[src/rtl/multiplier.sv]
// Sequential radix-2 shift-add multiplier with go/available handshake.
// Returns the low or high WIDTH bits of the signed or unsigned 2*WIDTH product.
module multiplier #(
  parameter int WIDTH = 32
) (
  input  logic             clk,
  input  logic             reset,
  input  logic [WIDTH-1:0] a,
  input  logic [WIDTH-1:0] b,
  input  logic             go,
  input  logic             muls,
  input  logic             high,
  output logic [WIDTH-1:0] c,
  output logic             is_zero,
  output logic             is_negative,
  output logic             available
);

  localparam int CW = $clog2(WIDTH + 1);

  localparam logic [1:0] S_IDLE = 2'd0;
  localparam logic [1:0] S_RUN  = 2'd1;
  localparam logic [1:0] S_FIX  = 2'd2;
  localparam logic [1:0] S_DONE = 2'd3;

  logic [1:0]         r_state;
  logic [WIDTH-1:0]   r_mcand;
  // Upper half accumulates partial sums; lower half holds the shifting multiplier.
  logic [2*WIDTH-1:0] r_acc;
  logic [CW-1:0]      r_cnt;
  logic               r_neg;
  logic               r_high;
  logic [WIDTH-1:0]   r_c;
  logic               r_zero;
  logic               r_negf;
  logic               r_avail;

  logic [WIDTH-1:0]   w_abs_a;
  logic [WIDTH-1:0]   w_abs_b;
  logic [WIDTH:0]     w_addend;
  logic [WIDTH:0]     w_sum;
  logic [2*WIDTH-1:0] w_prod;
  logic [WIDTH-1:0]   w_res;
  logic               w_accept;

  // NOTE: every combinational output gets a value on every path, so no latch is inferred.
  always_comb begin
    w_abs_a  = (muls && a[WIDTH-1]) ? -a : a;
    w_abs_b  = (muls && b[WIDTH-1]) ? -b : b;
    w_addend = r_acc[0] ? {1'b0, r_mcand} : '0;
    // One extra bit keeps the carry out of the upper half (all-ones operands).
    w_sum    = {1'b0, r_acc[2*WIDTH-1:WIDTH]} + w_addend;
    w_prod   = r_neg ? -r_acc : r_acc;
    w_res    = r_high ? w_prod[2*WIDTH-1:WIDTH] : w_prod[WIDTH-1:0];
    w_accept = go && ((r_state == S_IDLE) || (r_state == S_DONE));
  end

  // NOTE: sequential state uses non-blocking assignments so all registers update together.
  always_ff @(posedge clk or posedge reset) begin
    if (reset) begin
      r_state <= S_IDLE;
      r_mcand <= '0;
      r_acc   <= '0;
      r_cnt   <= '0;
      r_neg   <= 1'b0;
      r_high  <= 1'b0;
      r_c     <= '0;
      r_zero  <= 1'b0;
      r_negf  <= 1'b0;
      r_avail <= 1'b0;
    end else begin
      case (r_state)
        S_RUN: begin
          r_acc <= {w_sum, r_acc[WIDTH-1:1]};
          r_cnt <= r_cnt - CW'(1);
          if (r_cnt == CW'(1)) r_state <= S_FIX;
        end
        S_FIX: begin
          r_c     <= w_res;
          r_zero  <= (w_res == '0);
          r_negf  <= w_res[WIDTH-1];
          r_avail <= 1'b1;
          r_state <= S_DONE;
        end
        default: begin
          if (w_accept) begin
            r_mcand <= w_abs_a;
            r_acc   <= {{WIDTH{1'b0}}, w_abs_b};
            r_neg   <= muls & (a[WIDTH-1] ^ b[WIDTH-1]);
            r_high  <= high;
            r_cnt   <= CW'(WIDTH);
            r_avail <= 1'b0;
            r_state <= S_RUN;
          end
        end
      endcase
    end
  end

  assign c           = r_c;
  assign is_zero     = r_zero;
  assign is_negative = r_negf;
  assign available   = r_avail;

endmodule
[config.mk]
export PLATFORM = sky130hd
export DESIGN_NAME = multiplier
export DESIGN_NICKNAME = d
export VERILOG_FILES = /design/src/rtl/multiplier.sv
export SDC_FILE = /design/constraint.sdc
export NUM_CORES = 1
export LEC_CHECK = 0
export BUFFER_PORTS_ARGS = -buffer_cell sky130_fd_sc_hd__buf_2
export CORE_ASPECT_RATIO = 1.25
export CORE_MARGIN = 4
export CORE_UTILIZATION = 29
export CTS_BUF_LIST = sky130_fd_sc_hd__clkbuf_4 sky130_fd_sc_hd__clkbuf_8
export DETAILED_ROUTE_END_ITERATION = 16
export HOLD_SLACK_MARGIN = 0.05
export PLACE_DENSITY = 0.42
export SLEW_MARGIN = 0
export SYNTH_ARGS = -nofsm -noshare
export SYNTH_HDL_FRONTEND = slang
export SYNTH_SLANG_ARGS = --single-unit
[constraint.sdc]
create_clock -name clk -period 9.7 [get_ports clk]
set_input_delay 1.94 -clock clk [delete_from_list [all_inputs] [get_ports clk]]
set_output_delay 1.94 -clock clk [all_outputs]
set_load 0.005 [all_outputs]
### Word level (Yosys, flattened, before mapping)

Index checks and enable logic that the tools add are counted.

| cells by class | value |
|---|---|
| add/sub/neg operators | 5 |
| equality and inequality tests | 5 |
| multiplexer cells | 14 |
| bitwise logic cells | 5 |
| reduce and logical (&&, ||, !) cells | 14 |

Operators by type and width:

| cell | number |
|---|---|
| $mux 32 | 4 |
| $mux 64 | 2 |
| $pmux 64 s2 | 1 |
| $neg 32->32 | 2 |
| $neg 64->64 | 1 |
| $add 32x32->33 | 1 |
| $logic_not 32->1 | 1 |
| $pmux 6 s2 | 1 |
| $reduce_and 2->1 | 4 |
| $eq 6x1->1 const B | 1 |
| $mux 6 | 1 |
| $sub 6x1->6 const B | 1 |
| $eq 2x2->1 const B | 2 |
| $mux 2 | 2 |
| $pmux 2 s2 | 1 |
| $reduce_bool 2->1 | 2 |
| $logic_and 1x1->1 | 3 |
| $not 1->1 | 3 |
| $reduce_bool 3->1 | 1 |
| $eq 2x1->1 const B | 1 |
| $logic_not 2->1 | 1 |
| $ne 2x2->1 const B | 1 |
| $pmux 1 s2 | 1 |
| $reduce_or 2->1 | 1 |
| 4 further kinds | 4 |

| word-level totals | value |
|---|---|
| register bits | 141 |
| input port bits | 69 |
| output and inout bits | 35 |
| word-level logic and storage cells | 53 |

### Longest topological paths before layout

| depth | value |
|---|---|
| depth after elaboration | 5 |
| depth in mapped cells | 15 |
| mapped depth without buffers | 13 |

### Least setup slack after synthesis

OpenSTA, ideal clock, no wires.

| timing | value |
|---|---|
| path kind | in2reg |
| start | input b[9] |
| end | register r_acc[29] |
| setup time | 0.130 ns |
| data arrival time | 4.315 ns |
| data required time | 9.570 ns |
| setup slack | 5.255 ns |
| cell stages on the path | 8 |
| path buffers | 0 |
| cells stage by stage | or4_1 -> or4_1 -> nor4_1 -> nand3_1 -> or2_2 -> o41ai_1 -> xor2_1 -> o21ai_0 |

| on the way | value |
|---|---|
| longest elaborated chain between the ends | 4 |

RTL lines:

| what | RTL line | RTL |
|---|---|---|
| start: declaration | 9 | `input logic [WIDTH-1:0] b,` |
| $neg 32->32 | 49 | `w_abs_b = (muls && b[WIDTH-1]) ? -b : b;` |
| $mux 32 | 49 |  |
| $mux 64 | 86 | `if (w_accept) begin` |
| $pmux 64 s2 | 72 | `case (r_state)` |
| end signal: assignment | 74 | `r_acc <= {w_sum, r_acc[WIDTH-1:1]};` |
| end signal: assignment | 88 | `r_acc <= {{WIDTH{1'b0}}, w_abs_b};` |
| end: declaration | 29 | `logic [2*WIDTH-1:0] r_acc;` |

No other way between the ends. The select of a mux whose other input is x is not followed.
A chain may end at the register's enable or synchronous reset.

### Final worst setup path

| timing | value |
|---|---|
| start | register r_acc[0] |
| end | register r_zero, in the netlist is_zero |

| on the way | value |
|---|---|
| longest elaborated chain between the ends | 4 |

RTL lines:

| what | RTL line | RTL |
|---|---|---|
| $neg 64->64 | 53 | `w_prod = r_neg ? -r_acc : r_acc;` |
| $mux 64 * | 53 |  |
| $mux 32 * | 54 | `w_res = r_high ? w_prod[2*WIDTH-1:WIDTH] : w_prod[WIDTH-1:0];` |
| $logic_not 32->1 * | 80 | `r_zero <= (w_res == '0);` |
| end signal: assignment | 80 |  |
| end: declaration | 34 | `logic r_zero;` |

Mark *: on every way between the ends. The rest lies on a longest branch, timed or not.

==> metrics.yaml <==
hold_buffers: 0
final.min_clock_period_ns: 4.49
r2r_cells: 10
p_per_area_nw_per_um2: 319
synth-simple-area-share_pct: 19.3
top_usage_layer: "met2"
antenna_cells: 0
r2r-start: "r_acc[0]"
antenna_found_initial: 0
gp_congestion: 0.827
synth_xor_area_share_pct: 12.2
grt_usage_pct: 16.9
synth_cell_types: 68
chipWidth_um: 178
crit_required_ns: 10.10
ant_nets: 0
post-route-period-util_pct: 46.3
cts.sinks: 140
grtUsageMet1_pct: 21.8
synth_compound_gate_area_share_pct: 23.0
clockBufferDepth: 2
first_pass_iters: 5
post-synth-top-count-cell: "dfrtp_1"
hp-class: "register to register"
cts_root_buffer: "clkbuf_8"
rows: 77
min_path_cells: 2
reg2reg_slack_ns: 5.21
outcome: "finished, final reports clean"
setup_violations: 0
synth_top_area_share_pct: 33.6
cts_tree: "done"
clkSlewWorstSetupHoldPaths_ns: 0.09
worstSetupEndpoint: "is_zero"
fin_nets: 1406
ys_ff_latch: 140
core_area_um2: 35500
syn_avg_cell_area_um2: 8.39
synth_top_area_cell: "dfrtp_1"
synthTopCellsByCount: "dfrtp_1 (140), o21ai_0 (128), nand2_1 (125)"
final_util_pct: 33.0
p_leak_nw: 4.78
cp.arrival_ns: 4.89
hpwl_um: 24500
finalClockSkew_ns: 0.0140
yosysWarnings: 0
die_area_um2: 39100
syn_nets: 1353
ys.flop_type: "dfrtp_1"
grt_pass1_wl_um: 51900
synth_area_leaders: "dfrtp_1 (34%), xor2_1 (6.4%), o21ai_0 (6.1%)"
syn2layout_area_growth_pct: 12.1
synth_top_family_by_area: "compound AO/OA/AOI/OAI gates"
maxSlewViolCount: 0
vias: 9095
die_y_um: 220
synth.mux.area_fraction_pct: 2.73
drt_iter0_markers: 479
hold_viol_final: 0
end_kind: "register"
clkLatencyLatePin_ns: 0.49
drive_gt1_share_pct: 14.9
h-tree-depth: 4
yosys.area_share.adder_pct: 4.99
slew_headroom_pct: 29.1
grt_pass1_vias: 9176
routed_wl_um: 32400
cts_buffers: 17
path_class: "register to register"
worst_slew_pin_slew_ns: 1.06
initial_core_util_pct: 29.4
start_kind: "register"
startpoint: "r_acc[0]"
yosysSeqAreaShare_pct: 33.6
drv_cap: 0
use_met2_pct: 29.7
remaining_drc_errors: 0
numPortBuffers: 103
syn_inst: 1243
overflow: 0
cp_max_fo: 37
synth-async-reset-ratio_pct: 100
clock.fmax_mhz: 223
synth_edf_count: 0
netlist_area_um2: 10400
rsz0062_at_grt: "false"
grt_max_degree: 84
io_pins: 104
routedWlPerCell_um: 18.1
crit-reg2reg-capture: "is_zero"
cts_resized: 0
peakVddDrop_mv: 0.127
post-cts-setup-buffers: 0
via_per_inst: 5.10
tns_ns: 0
grt_util_met3_pct: 2.51
## where the power goes
part           internal, mW  total [mW]  switching (mW)
clock network         0.234       0.490           0.255
logic                 0.808        2.01            1.20
registers             0.860        1.23           0.366
total                  1.90        3.73            1.82
## stage by stage
step                instances  power (mW)  cell area [um2]  hold slack [ns]  setup WS, ns
floorplan                1243        2.62            10400            0.442          4.01
global placement         1751        3.27            11300            0.453          4.80
detailed placement       1751        3.29            11300            0.465          4.80
CTS                      1783        3.80            11700            0.486          5.13
global route             1783        4.10            11700            0.511          4.97
finish                   1783        3.73            11700            0.479          5.21
## critical path, cell delays in order, from the launching register on
cell	delay, ns
dfrtp_1	0.78
inv_1	0.22
ha_1	0.17
or3b_1	0.51
or4_1	0.86
o41ai_2	0.34
xor2_1	0.27
a21oi_1	0.16
or4_1	0.51
or3_1	0.33
o32ai_2	0.25
## layout by cell type, fill, tap and decap left out, types with 36 or more instances in the layout
master	n
a21oi_1	102
and2_1	36
buf_2	103
dfrtp_1	138
ha_1	39
nand2_1	124
nor2_1	90
o21ai_0	128
xnor2_1	69
xor2_1	76
## flip-flops by register name, indices dropped and copies added, names as in the netlist
register / count
available: 1
c: 32
is_zero: 1
r_acc: 64
r_cnt: 6
r_high: 1
r_mcand: 32
r_neg: 1
r_state: 2
## kinds of logic after synthesis
family | count (synthesis)
flip-flops | 140
XOR/XNOR | 145
buffers and inverters | 105
multiplexers | 26
adder cells (fa/ha/maj) | 41
AO/OA/AOI/OAI | 383
AND/OR/NAND/NOR | 403
## cell type report
class | count | area (um2)
repair buffers | 112 | 583
fillers | 3877 | 23800
multi-input cells | 998 | 6520
clock inverters | 13 | 145
well taps | 474 | 593
inverters | 27 | 106
clock buffers | 19 | 249
flip-flops and latches | 140 | 3510
## metal layers
metal | wire (um) | part of all wire, %
met2 | 16400 | 51
met5 | 0 | 0
met4 | 450 | 1.4
met1 | 14800 | 46
met3 | 744 | 2.3
## worst min-delay path by stage
stage | startpoint | endpoint | slack (ns)
6_report | r_mcand[18] | r_mcand[18] | 0.48
5_1_grt | r_mcand[11] | r_mcand[11] | 0.51
4_1_cts | r_mcand[18] | r_mcand[18] | 0.49
3_5_place_dp | r_mcand[18] | r_mcand[18] | 0.47
3_3_place_gp | r_mcand[9] | r_mcand[9] | 0.45
2_1_floorplan | r_mcand[20] | r_mcand[20] | 0.44
No activity file was read; power rests on OpenSTA's default activity.
